<file path="src/rtl/pc_gen.sv">
// pc_gen: fetch-stage PC generator with trap/epc handling and a circular return-address stack.
module pc_gen #(
  parameter int               WIDTH     = 32,
  parameter int               STEP      = 4,
  parameter logic [WIDTH-1:0] RESET_VEC = '0,
  parameter logic [WIDTH-1:0] TRAP_VEC  = 'h80,
  parameter int               RAS_DEPTH = 4
) (
  input  logic                           clk,
  input  logic                           rst_n,
  input  logic                           en,
  input  logic                           br_taken,
  input  logic [WIDTH-1:0]               br_target,
  input  logic                           jmp,
  input  logic [WIDTH-1:0]               jmp_target,
  input  logic                           call,
  input  logic                           ret,
  input  logic                           trap,
  input  logic                           eret,
  output logic [WIDTH-1:0]               pc,
  output logic [WIDTH-1:0]               pc_4,
  output logic [WIDTH-1:0]               epc,
  output logic [WIDTH-1:0]               ras_top,
  output logic [$clog2(RAS_DEPTH+1)-1:0] ras_count,
  output logic                           ras_ovf,
  output logic                           ras_unf
);
  localparam int PW = $clog2(RAS_DEPTH);
  localparam int CW = $clog2(RAS_DEPTH+1);
  localparam logic [WIDTH-1:0] AMASK = ~(WIDTH'(STEP - 1));
  logic [WIDTH-1:0] ras [RAS_DEPTH];
  logic [PW-1:0] ptr, ptr_inc, ptr_dec;
  logic [WIDTH-1:0] pc_nxt;
  logic go, do_eret, do_ret, do_br, do_jmp, push, pop, empty, full;
  assign pc_4     = pc + WIDTH'(STEP);
  assign empty    = ras_count == '0;
  assign full     = ras_count == CW'(RAS_DEPTH);
  assign ras_top  = empty ? '0 : ras[ptr];
  assign ptr_inc  = (ptr == PW'(RAS_DEPTH - 1)) ? '0 : ptr + PW'(1);
  assign ptr_dec  = (ptr == '0) ? PW'(RAS_DEPTH - 1) : ptr - PW'(1);
  // one-hot source selection: trap outranks everything, including a stall
  assign go       = en & ~trap;
  assign do_eret  = go & eret;
  assign do_ret   = go & ~eret & ret;
  assign do_br    = go & ~eret & ~ret & br_taken;
  assign do_jmp   = go & ~eret & ~ret & ~br_taken & jmp;
  assign push     = do_jmp & call;
  assign pop      = do_ret & ~empty;
  assign pc_nxt   = trap    ? TRAP_VEC :
                    do_eret ? epc & AMASK :
                    do_ret  ? (empty ? pc_4 : ras[ptr] & AMASK) :
                    do_br   ? br_target & AMASK :
                    do_jmp  ? jmp_target & AMASK :
                    go      ? pc_4 : pc;
  always_ff @(posedge clk or negedge rst_n) begin
    if (!rst_n) begin
      pc        <= RESET_VEC;
      epc       <= '0;
      ptr       <= '0;
      ras_count <= '0;
      ras_ovf   <= 1'b0;
      ras_unf   <= 1'b0;
      for (int i = 0; i < RAS_DEPTH; i++) ras[i] <= '0;
    end else begin
      pc      <= pc_nxt;
      ras_unf <= do_ret & empty;
      if (trap) epc <= pc;
      if (push) begin
        ptr          <= ptr_inc;
        ras[ptr_inc] <= pc_4;
        if (full) ras_ovf <= 1'b1;
        else ras_count <= ras_count + CW'(1);
      end else if (pop) begin
        ptr       <= ptr_dec;
        ras_count <= ras_count - CW'(1);
      end
    end
  end
endmodule

</file>
<file path="config.mk">
export PLATFORM = sky130hd
export DESIGN_NAME = pc_gen
export DESIGN_NICKNAME = d
export VERILOG_FILES = /design/src/rtl/pc_gen.sv
export SDC_FILE = /design/constraint.sdc
export NUM_CORES = 1
export LEC_CHECK = 0
export BUFFER_PORTS_ARGS = -buffer_cell sky130_fd_sc_hd__buf_4
export CAP_MARGIN = 20
export CELL_PAD_IN_SITES_DETAIL_PLACEMENT = 1
export CELL_PAD_IN_SITES_GLOBAL_PLACEMENT = 1
export CORE_ASPECT_RATIO = 0.75
export CORE_UTILIZATION = 33
export CTS_CLUSTER_SIZE = 10
export DETAILED_ROUTE_END_ITERATION = 6
export PLACE_DENSITY_LB_ADDON = 0.1
export SETUP_SLACK_MARGIN = 0.5
export SYNTH_ARGS = -nofsm -noshare
export SYNTH_HDL_FRONTEND = slang
export SYNTH_SLANG_ARGS = --single-unit
</file>
<file path="constraint.sdc">
create_clock -name clk -period 6.53 [get_ports clk]
set_input_delay 0 -clock clk [delete_from_list [all_inputs] [get_ports clk]]
set_output_delay 0 -clock clk [all_outputs]
set_load 0.02 [all_outputs]
</file>
==> metrics.md <==
| Metric | Value |
|---|---|
| Overall power | 3.01 mW |
| Max rail drop VDD | 0.165 mV |
| Final-report hold violation count | 0 |
| DIE WIDTH | 203 um |
| Pin count of the biggest net entering global routing | between 60 and 70 |
| Skew-Pair Late Insertion Delay | about 450 ps |
| DR pass1 iterations | 4 |
| Internal power | 2.00 mW |
| Initial drt markers | 546 |
| Core ar. | 0.0294 sq mm |
| Main synth FF type | dfrtp_1 |
| Placer Congestion | 0.881 |
| Synth Register Bits | 187 |
| First-pass GRT wire length | roughly 56000 um |
| Post-route minimum period | 3500 ps |
| Syn Area/Cell | about 9.7 sq um |
| Total net switching power | 1.01 mW |
| Placed inst area | 0.0117 sq mm |
| Dpl hpwl | 26100 um |
| # rows | 54 |
| Max-cap violations | 0 |
| Required time worst endpoint | 6830 ps |
| Crit path max-delay family | simple AND/OR/NAND/NOR gates |
| Post-CTS setup buffers | 0 |
| Post-synth EDFFs | 0 |
| Clk slew on worst S/H paths | 80 ps |
| Sw Ratio | 33.4% |
| Rel. slew slack | 35.4% |
| Multi-input gate area | approximately 0.0048 sq mm |
| Remaining Overflow, GRT | 0 |
| Crit path DAT | 3800 ps |
| Worst Hold Class | primary input to flop |
| Count leader, synth | dfrtp_1 |
| CP max stage delay | 680 ps |
| Fin area | between 0.01 and 0.015 sq mm |
| Synthesized area | 0.00998 sq mm |
| Vias | 8704 |
| Setup Skew | 13.9 ps |
| Die Ht | 153 um |
| Ys Warns | 0 |
| Worst-margin pin slew | 961 ps |
| H-Tree Level Count | 4 |
| Initial antenna violation count | 2 |
| Setup TNS | 0 ps |
| Final Cycle Share | 53.6% |
| Post-synthesis sequential area ratio | 46.9% |
| Initial Utilization | 34.0% |
| Setup Crit Path Kind | flop to flop |
| Max Clk Rate | 286 MHz |
| Fin. max-slew vios | 0 |
| Synth top area share | 46.9% |
| IO Port Bufs | 193 |
| Clock Power Share | ~34% |
| Setup-failing EPs final | 0 |
| Number of fill cells | 3390 |
| CTS tree | yes |
| Clk sinks | 187 |
| Slowest CP cell | dfrtp_1 |
| Crit path capture type | flop |
| Largest area contributor in the netlist | dfrtp_1 |
| Reg area | 0.00468 sq mm |
| Top area cells in the synthesized netlist | dfrtp_1 47%, o21ai_0 7.9%, mux4_2 6.8%, nand2_1 5.7%, mux2_2 3.8% |
| Routed vias/inst | ~5.4 |
| Worst-case clock buffer depth | 2 |
| DR DRC count | 0 |
| Gate Count Post-Synth | a little over 1000 |
| RSZ-0062 raised after global routing | no |
| Dpl ws | 3080 ps |
| Net count, final | 1273 |
| Critical Path, Cell by Cell | ha_1, nand4_1, nor4_2, nand3_1, xor2_1, inv_1, a221oi_1, nor3_1 |
| GRT Util Overall | 24.4% |
| DR WL/cell | 23.3 um |
| Power Dens Cells | 241 mW/mm^2 |
| TritonCTS Buffers | 17 |
| Ys async rst share | 100% |
| Status | completed |
| Distinct cell type count of the synthesized netlist | 60 |
| Comb pwr share | between 20% and 30% |
| Setup slack after layout | 3030 ps |
| Total Wirelength | between 30000 and 40000 um |
| Layout cells sized above 1 | 26.2% |
| Vias in the first global route | ~8600 |
| Max FO, Critical Path | 12 |
| Leakage power | around 5.8 nW |
| Sequential share of power | between 40% and 50% |
| Clock Tree Root | clkbuf_16 |
| Post-route ant nets | 0 |
| # IOs | 206 |
| Startpoint Class | flop |
| Final core utilization | 42.5% |
| Synth-to-layout area growth | 25.2% |
| Die area | 0.0309 sq mm |
| List of most frequent post-synthesis cells | 187 x dfrtp_1, 157 x o21ai_0, 152 x nand2_1 |
| Crit path buf inv count | 1 |
## power groups by stage
| stage | combinational, mW | sequential (mW) | clock, mW |
|---|---|---|---|
| finish | 0.692 | 1.28 | 1.04 |
| floorplan | 0.391 | 1.31 | 0 |
| detailed placement | 0.668 | 1.30 | 0 |
| global placement | 0.662 | 1.30 | 0 |
| CTS | 0.682 | 1.28 | 1.06 |
| global route | 0.751 | 1.29 | 1.10 |
## layout make-up
class                   instances  share of cell area (%)
clock buffers                  20                    3.57
multi-input cells             713                    38.2
diodes                          1                  0.0200
repair buffers                229                    14.5
flip-flops and latches        187                    37.5
inverters                      44                    1.32
clock inverters                12                   0.991
well taps                     392                    3.92
## metal layers
metal  GRT usage [%]  wire [um]
met1            38.4      19000
met2            34.3      15900
met3            3.93       1750
met4            6.16        651
met5               0          0
## cell usage in the layout, fill, tap and decap left out, types with 13 or more instances in the layout
| master | instances |
|---|---|
| a211oi_1 | 30 |
| clkbuf_16 | 17 |
| nor2_1 | 42 |
| nand3_1 | 17 |
| a221o_1 | 13 |
| and2_1 | 32 |
| or3_1 | 15 |
| mux2_2 | 34 |
| o21ai_0 | 157 |
| mux4_2 | 30 |
| inv_1 | 44 |
| a221oi_1 | 14 |
| buf_4 | 204 |
| dfrtp_1 | 186 |
| a21oi_1 | 24 |
| xor2_1 | 20 |
| dlygate4sd3_1 | 22 |
| nand2_1 | 148 |
## cell families after synthesis
kind of cell	Yosys count	share of synthesized area, %
and+or+nand+nor	310	14.8
AOI/OAI and AO/OA	292	18.1
DFF	187	46.9
buffers and inverters	134	5.67
muxes	66	10.8
xor gates and xnor gates	29	2.55
adders and majority gates	8	1.08
other	1	0.0376
## state kept, by name, indices dropped and copies added (netlist names)
register / cells
ras: 120
epc: 30
pc: 30
ras_count: 3
ptr: 2
ras_ovf: 1
ras_unf: 1
## final timing paths
path | cells past startpoint | slack [ps] | start | to
worst min register to register | 2 | 480 | ras[17]$_DFFE_PN0P_ | ras[17]$_DFFE_PN0P_
min in group asynchronous | 2 | 100 | rst_n | epc[6]$_DFFE_PN0P_
max in group asynchronous | 3 | 5030 | rst_n | ptr[0]$_DFFE_PN0P_
worst max-delay path | 8 | 3030 | pc[2]$_DFFE_PN0P_ | pc[26]$_DFFE_PN0P_
worst max register to register | 8 | 3030 | pc[2]$_DFFE_PN0P_ | pc[26]$_DFFE_PN0P_
worst min-delay path | 5 | 20 | br_target[20] | pc[20]$_DFFE_PN0P_
## worst register-to-register path, stage by stage (launching register included)
cell and delay (ps):
dfrtp_1 680, ha_1 320, nand4_1 260, nor4_2 640, nand3_1 200, xor2_1 490
inv_1 120, a221oi_1 560, nor3_1 90
## metrics by stage
stage                     cells  hold WS [ps]
after floorplan            1034          -296
after global placement     1541          41.7
after detailed placement   1541          40.2
after CTS                  1595        0.0981
after global routing       1598          39.7
final                      1598          17.7
## what timing repair did
item	CTS	global route
endpoints found under the hold margin	76	0
hold buffers	22	0
gates resized for setup	0	0
No activity file was read; power rests on OpenSTA's default activity.
